--- config.mk ---
export PLATFORM = sky130hd
export DESIGN_NAME = forprop_mac_sequencer
export DESIGN_NICKNAME = d
export VERILOG_FILES = /design/src/rtl/forprop_mac_sequencer.sv
export SDC_FILE = /design/constraint.sdc
export NUM_CORES = 1
export LEC_CHECK = 0
export ABC_AREA = 1
export CORE_MARGIN = 5
export CORE_UTILIZATION = 45
export CTS_CLUSTER_DIAMETER = 50
export CTS_CLUSTER_SIZE = 14
export DETAILED_ROUTE_END_ITERATION = 10
export PLACE_DENSITY = 0.83
export SLEW_MARGIN = 20
export SYNTH_ARGS = -nofsm -noshare
export SYNTH_HDL_FRONTEND = slang
export SYNTH_SLANG_ARGS = --single-unit
--- constraint.sdc ---
create_clock -name clk -period 4.95 [get_ports clk]
set_clock_uncertainty 0.2 [all_clocks]
set_input_delay 0.495 -clock clk [delete_from_list [all_inputs] [get_ports clk]]
set_output_delay 0.495 -clock clk [all_outputs]
set_load 0.1 [all_outputs]
--- src/rtl/forprop_mac_sequencer.sv ---
// Sequencer feeding one forprop_neuron: fetches N_INPUTS weight/data pairs,
// runs the MAC, then presents the (optionally ReLU'd) activation on valid/ready.
module forprop_mac_sequencer #(
    parameter int N_INPUTS = 4,
    parameter int ADDR_W   = 8,
    parameter bit RELU_EN  = 1'b1
) (
    input  logic              clk,
    input  logic              reset,
    input  logic              start,
    input  logic [ADDR_W-1:0] w_base,
    output logic              busy,
    output logic              done,
    output logic [ADDR_W-1:0] w_addr,
    output logic [ADDR_W-1:0] x_addr,
    input  logic [7:0]        w_rdata,
    input  logic [7:0]        x_rdata,
    output logic              n_clear,
    output logic              n_en,
    output logic [7:0]        n_weight,
    output logic [7:0]        n_data,
    input  logic [7:0]        n_accum,
    output logic              out_valid,
    input  logic              out_ready,
    output logic [7:0]        out_data
);

    localparam int CNT_W = $clog2(N_INPUTS + 1);

    typedef enum logic [2:0] {
        IDLE,
        CLEAR,
        MAC,
        WAIT,
        OUT
    } state_t;

    state_t state, state_n;

    logic [ADDR_W-1:0] base;
    logic [CNT_W-1:0]  cnt;
    logic              last_mac;
    logic              advance;
    logic [ADDR_W-1:0] next_idx;

    assign n_weight = w_rdata;
    assign n_data   = x_rdata;

    // cnt is the element index whose address is on the bus; the last element's
    // address is held through the final MAC cycle instead of running past it.
    assign last_mac = (cnt == CNT_W'(N_INPUTS));
    assign advance  = (int'(cnt) + 1 < N_INPUTS);
    assign next_idx = ADDR_W'(cnt) + ADDR_W'(1);

    always_ff @(posedge clk or negedge reset) begin
        if (!reset) begin
            state <= IDLE;
        end else begin
            state <= state_n;
        end
    end

    always_comb begin
        state_n = state;
        n_clear = 1'b0;
        n_en    = 1'b0;
        case (state)
            IDLE: begin
                if (start) begin
                    state_n = CLEAR;
                end
            end
            CLEAR: begin
                n_clear = 1'b1;
                state_n = MAC;
            end
            MAC: begin
                n_en = 1'b1;
                if (last_mac) begin
                    state_n = WAIT;
                end
            end
            WAIT: begin
                state_n = OUT;
            end
            OUT: begin
                if (out_valid && out_ready) begin
                    state_n = IDLE;
                end
            end
            default: begin
                state_n = IDLE;
            end
        endcase
    end

    always_ff @(posedge clk or negedge reset) begin
        if (!reset) begin
            base      <= '0;
            cnt       <= '0;
            w_addr    <= '0;
            x_addr    <= '0;
            busy      <= 1'b0;
            done      <= 1'b0;
            out_valid <= 1'b0;
            out_data  <= '0;
        end else begin
            done <= 1'b0;
            case (state)
                IDLE: begin
                    if (start) begin
                        base   <= w_base;
                        w_addr <= w_base;
                        x_addr <= '0;
                        cnt    <= '0;
                        busy   <= 1'b1;
                    end
                end
                CLEAR, MAC: begin
                    cnt <= cnt + CNT_W'(1);
                    if (advance) begin
                        x_addr <= next_idx;
                        w_addr <= base + next_idx;
                    end
                end
                WAIT: begin
                    // ReLU only inspects the sign bit; the neuron's wrapped value passes through.
                    out_data  <= (RELU_EN && n_accum[7]) ? 8'h00 : n_accum;
                    out_valid <= 1'b1;
                end
                OUT: begin
                    if (out_ready) begin
                        out_valid <= 1'b0;
                        busy      <= 1'b0;
                        done      <= 1'b1;
                    end
                end
                default: begin
                end
            endcase
        end
    end

endmodule

==> flow_results.org, run 1 <==
** Yosys
- Distinct cells, synth :: 30
- Sorting the synthesized cells by area gives the leading types as sky130_fd_sc_hd__dfrtp_1 (45%), sky130_fd_sc_hd__nand2_1 (13%), sky130_fd_sc_hd__buf_4 (8.3%).
- The most used flip-flop cell after synthesis is sky130_fd_sc_hd__dfrtp_1.
- Post-synthesis mux area share :: 0.5660%
- Sorting the synthesized cells by how often they occur yields sky130_fd_sc_hd__nand2_1 (70), sky130_fd_sc_hd__dfrtp_1 (36), sky130_fd_sc_hd__inv_1 (25), sky130_fd_sc_hd__nand3_1 (25), sky130_fd_sc_hd__buf_4 (22).
- The synthesized netlist devotes 4.780% of its cell area to adder and majority cells.
- Fraction of the mapped netlist area in simple logic gates :: 26.35%
- Area leader, netlist :: sky130_fd_sc_hd__dfrtp_1
- Sequential elements use 45.28% of the synthesized area.
- After synthesis the cells add up to 1989 µm².
- Synthesized area divided by synthesized cell count :: 8.289 µm²
- In this run, synthesis inferred 0 flip-flops with an integrated enable.
- Share of the synthesized area in the top cell type :: 45.28%
- For this run, asynchronously set or reset flops after synthesis account for 100.0%.
- During synthesis, Yosys emitted a total of 0 warnings.
- Cells after Synth :: 240
- Largest family of logic cells by synthesized area :: simple AND/OR/NAND/NOR gates
- Most instantiated library cell after synthesis :: sky130_fd_sc_hd__nand2_1
- The synthesized netlist devotes 6.164% of its cell area to compound gates.
- Post-synthesis share of cell area spent on xor and xnor gates :: 1.258%
- Post-synthesis register bit count :: 36

** GRT
- The first global-routing pass estimated 6927 µm of wire.
- After global routing the overflow that remains totals 0.
- GR Util All Layers :: 14.34%
- Entering global routing, the biggest net connects 37 pins.
- Number of global-route vias before repair :: 1,556
- Initial antenna violation count :: 0

** Clock network
- Source-to-sink clock delay at the later pin of the worst-skew pair :: 0.28 ns
- Setup Buffers After CTS :: 0
- After clock tree synthesis, the repair step resized 0 gates.
- Hold repair after CTS inserted 0 buffers.
- CTS saw 36 sinks.
- Inserted Clock Buffers :: 5
- Counting along the longest clock path gives a buffer depth of 2.
- The tree is rooted in a sky130_fd_sc_hd__clkbuf_8.
- H-tree depth reported by CTS :: 2
- Register clock-pin slew on the reported worst setup and hold paths :: 0.06 ns
- TritonCTS built the clock tree.

** Hold path
- Classification of the worst-slack hold path :: flop to flop

** Floorplan
- Die Footprint :: 5851 µm²
- Site row count :: 24
- Height of the die :: 76.49 µm
- The initial utilization of the core area, before any placement, comes to 46.01%.
- Core area :: 4324 µm²
- From left edge to right edge, the die measures 76.49 µm.
- Pin placement for this block handled 81 I/O pins.

** Timing
- For the pin with the worst max-slew slack, the measured transition is 0.9854 ns.
- The routed design could run at a clock period as short as 2.881 ns.
- Unrepaired setup endpoints after global routing :: false
- The worst path uses 58.20% of the clock period.
- Upper clock frequency limit :: 0.3471 GHz
- The count of final hold-check violations came to 0.
- Setup TNS Final :: 0 ns
- The worst pin sits at a relative slew slack of 34.10%.
- Setup violations remaining at the end of the flow were counted as 0.
- Count of final max-slew check failures :: 0

** Route
- Per-cell routed wire length :: 12.34 µm
- DR vias/cell :: 4.866
- Routed Antenna Nets :: 0
- For this block, the routed nets add up to 3961 µm of wire.
- In this run, the number of DRC markers left after iteration 0 of detailed routing was 60.
- The pre-antenna-repair detailed-routing pass consisted of 4 iterations.
- Across all layers, the routed design uses 1,562 vias.
- After detailed routing, the number of remaining DRC violations is 0.

** Finish
- Area grow syn2layout :: 20.00%
- At the end of the flow, the number of nets in the layout was 312.
- In the final layout, the share of cells above drive strength 1 is 7.063%.
- 0 antenna diodes ended up in the layout.

** Outcome
- Result of the run :: finished clean

** Worst setup path
- Required time of the worst setup path :: 4.26 ns
- The worst setup path is launched from a flop.
- In this run the worst path has a maximum fanout of 4.
- The critical path is of the flop to output port type.
- STA puts the critical path data arrival time at 2.19 ns.
- The worst setup path is captured at an output port.

** Flow run
- Across the run, the number of max-cap violations was 0.

** Placed design
- Number of buffer cells added on primary ports :: 43
- HPWL Detailed :: 2978 µm
- Final estimated routing congestion in global placement :: 0.8641
layout by cell type, fill, tap and decap left out, drive strengths merged, types with 2 or more instances in the layout:
cell type and count:
a21oi 6, clkbuf 6, clkdlybuf4s50 43, clkinv 2, conb 5, dfrtp 36, ha 6, inv 28
nand2 73, nand3 26, nand3b 2, nor2 12, o211ai 3, o21ai 10
routing by layer:
metal | vias to the layer above | GRT usage [%] | wire length, µm
met4 | 0 | 6.294 | 82
li1 | 786 | - | -
met2 | 43 | 24.23 | 1891
met1 | 724 | 16.31 | 1719
met3 | 9 | 4.846 | 267
met5 | - | 0 | 0
area by class of cell:
class,count,area [µm²]
Inverter,29,108.9
Timing Repair Buffer,44,437.9
Clock inverter,1,5.005
Tap cell,52,65.06
Clock buffer,6,72.57
Sequential cell,36,900.9
Multi-Input combinational cell,153,797.0
Fill cell,414,1937
state kept, by name, summed over array words and instances, names as in the netlist:
register,count
base,8
busy,1
cnt,3
done,1
out_data,7
out_valid,1
state,3
w_addr,8
x_addr,4
cell families after synthesis:
family,count (synthesis)
compound gates,21
xor+xnor,2
simple gates,117
buf+inv,55
other cells,1
flops,36
mux,1
fa+ha+maj,7
worst paths after layout:
kind,start,endpoint,slack (ns),cells after the start
max,state[1],n_clear,2.07,4
min,out_data[4],out_data[4],0.28,2
max reg2reg,cnt[0],w_addr[5],2.63,11
min reg2reg,out_data[4],out_data[4],0.28,2
max in group asynchronous,reset,w_addr[3],3.80,2
min in group asynchronous,reset,out_data[2],0.44,2
worst max-delay path, cell delays in order (launching register included):
cell,delay [ns]
sky130_fd_sc_hd__dfrtp_1,0.41
sky130_fd_sc_hd__inv_1,0.15
sky130_fd_sc_hd__nand3_1,0.14
sky130_fd_sc_hd__inv_1,0.08
sky130_fd_sc_hd__clkdlybuf4s50_1,1.13
per-stage QoR:
step,hold WS [ns],setup slack (ns),util [%],instances,cell area (µm²)
floorplan,-0.0005910,2.806,-,244,2004
global placement,0.2563,2.434,53.41,314,2310
detailed placement,0.2655,2.387,53.41,314,2310
CTS,0.2841,2.067,55.21,321,2387
global route,0.3033,1.992,55.21,321,2387
finish,0.2769,2.069,55.21,321,2387
Power of run 1 is not shown: default switching activity piles up to over one toggle a cycle in this logic, so the estimate is an artifact.
==> inputs of run 2 (changes only) <==
--- a/config.mk
+++ b/config.mk
@@ -7,11 +7,11 @@
 export LEC_CHECK = 0
 export ABC_AREA = 1
 export CORE_MARGIN = 5
-export CORE_UTILIZATION = 45
+export CORE_UTILIZATION = 39
 export CTS_CLUSTER_DIAMETER = 50
 export CTS_CLUSTER_SIZE = 14
 export DETAILED_ROUTE_END_ITERATION = 10
-export PLACE_DENSITY = 0.83
+export PLACE_DENSITY = 0.77
 export SLEW_MARGIN = 20
 export SYNTH_ARGS = -nofsm -noshare
 export SYNTH_HDL_FRONTEND = slang
==> constraint.sdc (replaced) <==
create_clock -name clk -period 2.65 [get_ports clk]
set_clock_uncertainty 0.2 [all_clocks]
set_input_delay 0.265 -clock clk [delete_from_list [all_inputs] [get_ports clk]]
set_output_delay 0.265 -clock clk [all_outputs]
set_load 0.1 [all_outputs]
==> flow_results.org, run 2 (synthesized netlist as in run 1, its figures left out) <==
** Outcome
- Result of the run :: finished clean

** Clock network
- CTS tree :: yes
- Setup Buffers After CTS :: 0 (unchanged)
- The number of levels in the clock H-tree is 2 (unchanged).
- The insertion delay of the later-clocked pin in the worst-skew pair was 0.29 ns (about the same).
- The TritonCTS buffer count came to 5 (unchanged).
- Sink Count :: 36 (unchanged)
- The number of gates given a new drive strength after cts came to 0 (unchanged).
- The clock tree buffer depth was 2 (unchanged).
- Quantity of hold-fixing buffers added after cts :: 0 (unchanged)
- The clock transition at the register clock pins on the worst setup and hold paths after CTS is 0.07 ns (about the same).
- Cell chosen for the clock root :: sky130_fd_sc_hd__clkbuf_8

** Finish
- Most common cell after layout, fill and taps aside :: sky130_fd_sc_hd__nand2_1
- Net count, final :: 312 (unchanged)
- The ratio of cells with drive above 1 in the final layout is 16.30% (+9.2 points).
- Area grow syn2layout :: 18.93%
- Top flop regs :: base x8, w_addr x8, out_data x7
- The count of antenna diodes in the layout came to 0 (unchanged).
- The top cell types in the final layout, fill and taps aside, are sky130_fd_sc_hd__nand2_1 (70), sky130_fd_sc_hd__dfrtp_1 (36), sky130_fd_sc_hd__inv_1 (25), sky130_fd_sc_hd__nand3_1 (25), sky130_fd_sc_hd__buf_4 (25).

** Worst setup path
- The data arrival time of the worst path was 2.30 ns (+0.11 ns).
- Startpoint type of the worst setup path :: flop
- STA classifies the critical path endpoint as a flop.
- The critical path is of the flop to flop type.
- The startpoint identified for the worst register-to-register timing path is cnt[0].
- Reg2reg end :: w_addr[5]
- Register-to-register setup slack :: 0.34 ns (-2.29 ns)
- The maximum fanout count along the critical path was 4 (unchanged).
- Worst-case reg-to-reg path depth :: 11 (unchanged)
- Required time of the worst setup path :: 2.63 ns (-1.63 ns)

** Timing
- The setup TNS is 0 ns (unchanged).
- Unrepaired setup endpoints after global routing :: false
- Count of final max-slew check failures :: 0 (unchanged)
- For this run, the top clock speed supported by timing is 0.4320 GHz.
- The count of final setup violators is 0 (unchanged).
- The count of final hold-check violations was 0 (unchanged).
- Final worst-path cycle share :: 87.36%
- Subtracting the final worst setup slack from the clock period gives 2.315 ns.

** Flow run
- The number of violations of the max-capacitance limit came to 0 (unchanged).

** Route
- The aggregate routed wire length came to 4017 µm (+1.4%).
- Top layer used by detailed routing :: met4
- Violation count after the first detailed-routing iteration :: 77 (+28%)
- Remaining DRCs :: 0 (unchanged)
- Per-cell routed wire length :: 11.81 µm (-4.3%)
- The remaining number of nets flagged by the antenna check after routing came to 0 (unchanged).
- The via density per instance was 4.541 (-6.7%).
- The via total after detailed routing is 1,544 (-1.2%).
- The post-route met1 wirelength is 1769 µm (+2.9%).
- The met2 wirelength from detailed routing came to 1881 µm (-0.53%).
- The wire length on met3 is 289 µm (+8.2%).
- The detailed-router iteration count before antenna repair was 4 (unchanged).

** Placed design
- Number of buffer cells added on primary ports :: 43 (unchanged)
- Final estimated routing congestion in global placement :: 0.8603 (-0.44%)
- HPWL Detailed :: 2993 µm (+0.49%)

** GRT
- Number of global-route vias before repair :: 1,500 (-3.6%)
- The pin count of the biggest net entering global routing was 37 (unchanged).
- Global-route wire length before repair :: 6720 µm (-3.0%)
- Overall overflow remaining after global route :: 0 (unchanged)
- GR Util All Layers :: 13.17% (-1.2 points)
- Initial antenna violation count :: 0 (unchanged)

** Floorplan
- The row count was 26 (+8.3%).
- The number of top-level design ports was 81 (unchanged).
- Die width :: 81.42 µm (+6.4%)
- Die Footprint :: 6629 µm² (+13%)
- The die outline height was 81.42 µm (+6.4%).
- Core area :: 5042 µm² (+17%)
- Starting utilization of the core area :: 39.45% (-6.6 points)

** Hold path
- In this run the worst hold path is classified as primary input to async pin.
-- run 2: changes by cell type in the layout (fill, tap and decap cells not counted) --
cell	before	now
sky130_fd_sc_hd__clkdlybuf4s50_1	43	19
sky130_fd_sc_hd__clkinvlp_4	0	1
sky130_fd_sc_hd__buf_4	1	25
sky130_fd_sc_hd__clkbuf_8	5	6
sky130_fd_sc_hd__clkinv_2	1	0
-- run 2: metrics by stage --
step	hold slack [ns]	cell area, µm²	setup WS, ns	util (%)	std cells
5_1_grt	0.2302	2366	0.1967	46.92	340
6_report	0.1870	2366	0.3350	46.92	340
3_3_place_gp	0.2627	2272	0.4306	45.06	332
4_1_cts	0.1968	2366	0.3403	46.92	340
3_5_place_dp	0.2682	2272	0.3602	45.06	332
2_1_floorplan	-0.2306	2004	0.5061	-	244
-- run 2: worst max-delay path by stage --
stage,start,slack (ns),cells past startpoint,endpoint
after global placement,cnt[0],0.43,11,w_addr[5]
after floorplan,cnt[0],0.51,11,w_addr[5]
final,cnt[0],0.34,11,w_addr[5]
after CTS,cnt[0],0.34,11,w_addr[5]
after global routing,cnt[0],0.20,11,w_addr[7]
after detailed placement,cnt[0],0.36,11,w_addr[5]
-- run 2: worst max-delay path: stages, from the launching register on --
cell and delay (ns):
sky130_fd_sc_hd__dfrtp_1 0.41, sky130_fd_sc_hd__ha_1 0.24, sky130_fd_sc_hd__xnor2_2 0.23, sky130_fd_sc_hd__inv_1 0.08, sky130_fd_sc_hd__ha_1 0.31, sky130_fd_sc_hd__or2_2 0.32
sky130_fd_sc_hd__nand3_1 0.12, sky130_fd_sc_hd__nand2_1 0.07, sky130_fd_sc_hd__nand2_1 0.06, sky130_fd_sc_hd__nand3_1 0.06, sky130_fd_sc_hd__nand2_1 0.07, sky130_fd_sc_hd__nand2_1 0.04
-- run 2: area by class of cell --
cell class	instances	area [µm²]
inverters	29	108.9
clock buffers	7	86.33
fillers	479	2676
multi-input cells	153	797.0
repair buffers	44	377.9
clock inverters	1	7.507
well taps	70	87.58
flip-flops and latches	36	900.9
-- run 2: metal layers --
layer | up-vias | GRT usage (%)
met1 | 698 | 15.98
li1 | 787 | -
met2 | 53 | 21.58
met4 | 0 | 5.912
met5 | - | 0
met3 | 6 | 3.838
Power of run 2 is left out for the same reason.
==> inputs of run 3 (changes only) <==
==> constraint.sdc (replaced) <==
create_clock -name clk -period 2 [get_ports clk]
set_clock_uncertainty 0.2 [all_clocks]
set_input_delay 0.3 -clock clk [delete_from_list [all_inputs] [get_ports clk]]
set_output_delay 0.3 -clock clk [all_outputs]
set_load 0.1 [all_outputs]
==> flow_results.org, run 3 (synthesized netlist as in run 1, its figures left out) <==
** Outcome
- The run finished, with violations left.
- The checks that failed: setup timing.

** Worst setup path
- Critical path startpoint :: cnt[0]
- The worst setup path is captured at a flop.
- The required time at the endpoint of the critical path came to 1.98 ns (-0.65 ns).
- The data arrival time of the worst path is 1.99 ns (-0.31 ns).
- The worst register-to-register path begins at cnt[0].
- CP max FO :: 3 (-1)
- The worst setup path is launched from a flop.
- The worst setup path is of the flop to flop kind.

** Clock network
- TritonCTS built the clock tree.
- The cts-stage hold buffer count came to 0 (unchanged).
- The clock net sink count was 36 (unchanged).
- Cell chosen for the clock root :: sky130_fd_sc_hd__clkbuf_8
- The insertion delay of the later-clocked pin in the worst-skew pair came to 0.29 ns (about the same).
- H-tree depth reported by CTS :: 2 (unchanged)
- The clock transition at the register clock pins on the worst setup and hold paths after CTS was 0.07 ns (about the same).
- CTS max path bufs :: 2 (unchanged)
- The TritonCTS buffer count came to 5 (unchanged).

** Finish
- The ratio of cells with drive above 1 in the final layout is 23.74% (+7.4 points).
- End-of-flow core utilization :: 55.26% (+8.3 points)
- Area grow syn2layout :: 40.06%
- The library cells used most frequently in the layout, excluding fill and tap cells, are sky130_fd_sc_hd__nand2_1 (68), sky130_fd_sc_hd__dfrtp_1 (36), sky130_fd_sc_hd__inv_1 (24).
- Multi-input logic area :: 870.8 µm² (+9.3%)
- The non-filler instance count after layout is 348 (+2.4%).
- Net count, final :: 320 (+2.6%)
- Number of fill cells :: 434 (-9.4%)
- Most common cell after layout, fill and taps aside :: sky130_fd_sc_hd__nand2_1
- Register cell area after layout :: 900.9 µm² (unchanged)
- Final instance area :: 2786 µm² (+18%)
- Number of antenna diodes :: 0 (unchanged)
- Top flop regs :: base x8, w_addr x8, out_data x7

** Timing
- The achievable frequency is 0.4981 GHz (+15%).
- Tightest hold margin :: 0.2152 ns (+0.02818 ns)
- Final setup violating endpoints :: 1 (+1)
- The count of final hold-check violations came to 0 (unchanged).
- The setup slack of the critical path after layout is -0.007524 ns (-0.3425 ns).
- Count of final max-slew check failures :: 0 (unchanged)
- Final worst-path cycle share :: 100.4% (+13 points)
- Unrepaired setup endpoints after global routing :: true
- Final critical path time including I/O delays and setup :: 2.008 ns (-0.3075 ns)

** Floorplan
- Core area :: 5042 µm² (unchanged)
- Height of the die :: 81.42 µm (unchanged)
- The area of the die was 6629 µm² (unchanged).
- The row count was 26 (unchanged).
- Top Ports :: 81 (unchanged)
- The starting density of the core was 39.45% (unchanged).
- The horizontal extent of the die came to 81.42 µm (unchanged).

** Placed design
- The total cell area at the placement stage was 2625 µm² (+16%).
- The number of cells in the design after placement is 337 (+1.5%).
- Final estimated routing congestion in global placement :: 0.8188 (-4.8%)
- The placed wire-length estimate came to 3442 µm (+15%).
- The port buffer count is 43 (unchanged).

** Hold path
- Classification of the worst-slack hold path :: primary input to async pin

** GRT
- Number of global-route vias before repair :: 1,642 (+9.5%)
- The number of antenna violations at the first check in global routing is 0 (unchanged).
- Pin count of the biggest net entering global routing :: 37 (unchanged)
- The total routing usage reported by global routing is 14.86% (+1.7 points).
- Global-route wire length before repair :: 7362 µm (+9.6%)
- Overall overflow remaining after global route :: 0 (unchanged)

** Route
- The remaining number of nets flagged by the antenna check after routing came to 0 (unchanged).
- First-pass DRT Iterations :: 4 (unchanged)
- Violation count after the first detailed-routing iteration :: 171 (+120%)
- The routed length per instance was 13.11 µm (+11%).
- Remaining DRCs :: 0 (unchanged)
- The aggregate routed wire length came to 4563 µm (+14%).
- DR vias/cell :: 4.681 (+3.1%)
- DR vias :: 1,629 (+5.5%)

** Flow run
- The number of violations of the max-capacitance limit came to 0 (unchanged).
-- run 3: layout make-up --
class,count,share of cell area (%)
clock buffers,6,2.964
clock inverters,2,0.3592
inverters,29,3.907
multi-input cells,153,31.25
flip-flops and latches,36,32.33
well taps,70,3.143
repair buffers,52,26.04
-- run 3: layer usage --
layer | part of all wire (%) | global-route usage [%]
met1 | 41 | 17.49
met2 | 49 | 24.10
met3 | 6.5 | 3.399
met4 | 3.1 | 9.966
met5 | 0 | 0
-- run 3: final timing paths --
kind / endpoint / slack, ns / depth (start not counted)
max reg2reg: w_addr[4] / -0.008 / 10
min reg2reg: base[0] / 0.30 / 2
max in group asynchronous: base[3] / 1.06 / 2
min: out_data[1] / 0.22 / 2
min in group clk: base[0] / 0.30 / 2
max: w_addr[4] / -0.008 / 10
-- run 3: what timing repair did --
action | CTS | global route
gates resized for setup | 3 | 7
setup endpoints to repair | 3 | 6
hold endpoints to repair | 0 | 0
pin swaps | 0 | 3
setup buffers | 1 | 2
-- run 3: critical path, stage by stage (launching register included) --
cell and delay, ns:
sky130_fd_sc_hd__dfrtp_1 0.37, sky130_fd_sc_hd__inv_1 0.09, sky130_fd_sc_hd__buf_4 0.14, sky130_fd_sc_hd__ha_1 0.21, sky130_fd_sc_hd__fa_2 0.37, sky130_fd_sc_hd__nand3_2 0.10, sky130_fd_sc_hd__nand2_2 0.07, sky130_fd_sc_hd__nand2_1 0.08
sky130_fd_sc_hd__nand3_1 0.07, sky130_fd_sc_hd__nand3_1 0.12, sky130_fd_sc_hd__nand2_1 0.06
-- run 3: stage by stage --
stage | setup WS (ns) | TNS (ns)
finish | -0.007524 | -0.007524
global placement | 0.02360 | 0
detailed placement | -0.03946 | -0.07973
global route | -0.1289 | -0.4164
floorplan | 0.008630 | 0
CTS | 0.01230 | 0
Power of run 3 is left out for the same reason.
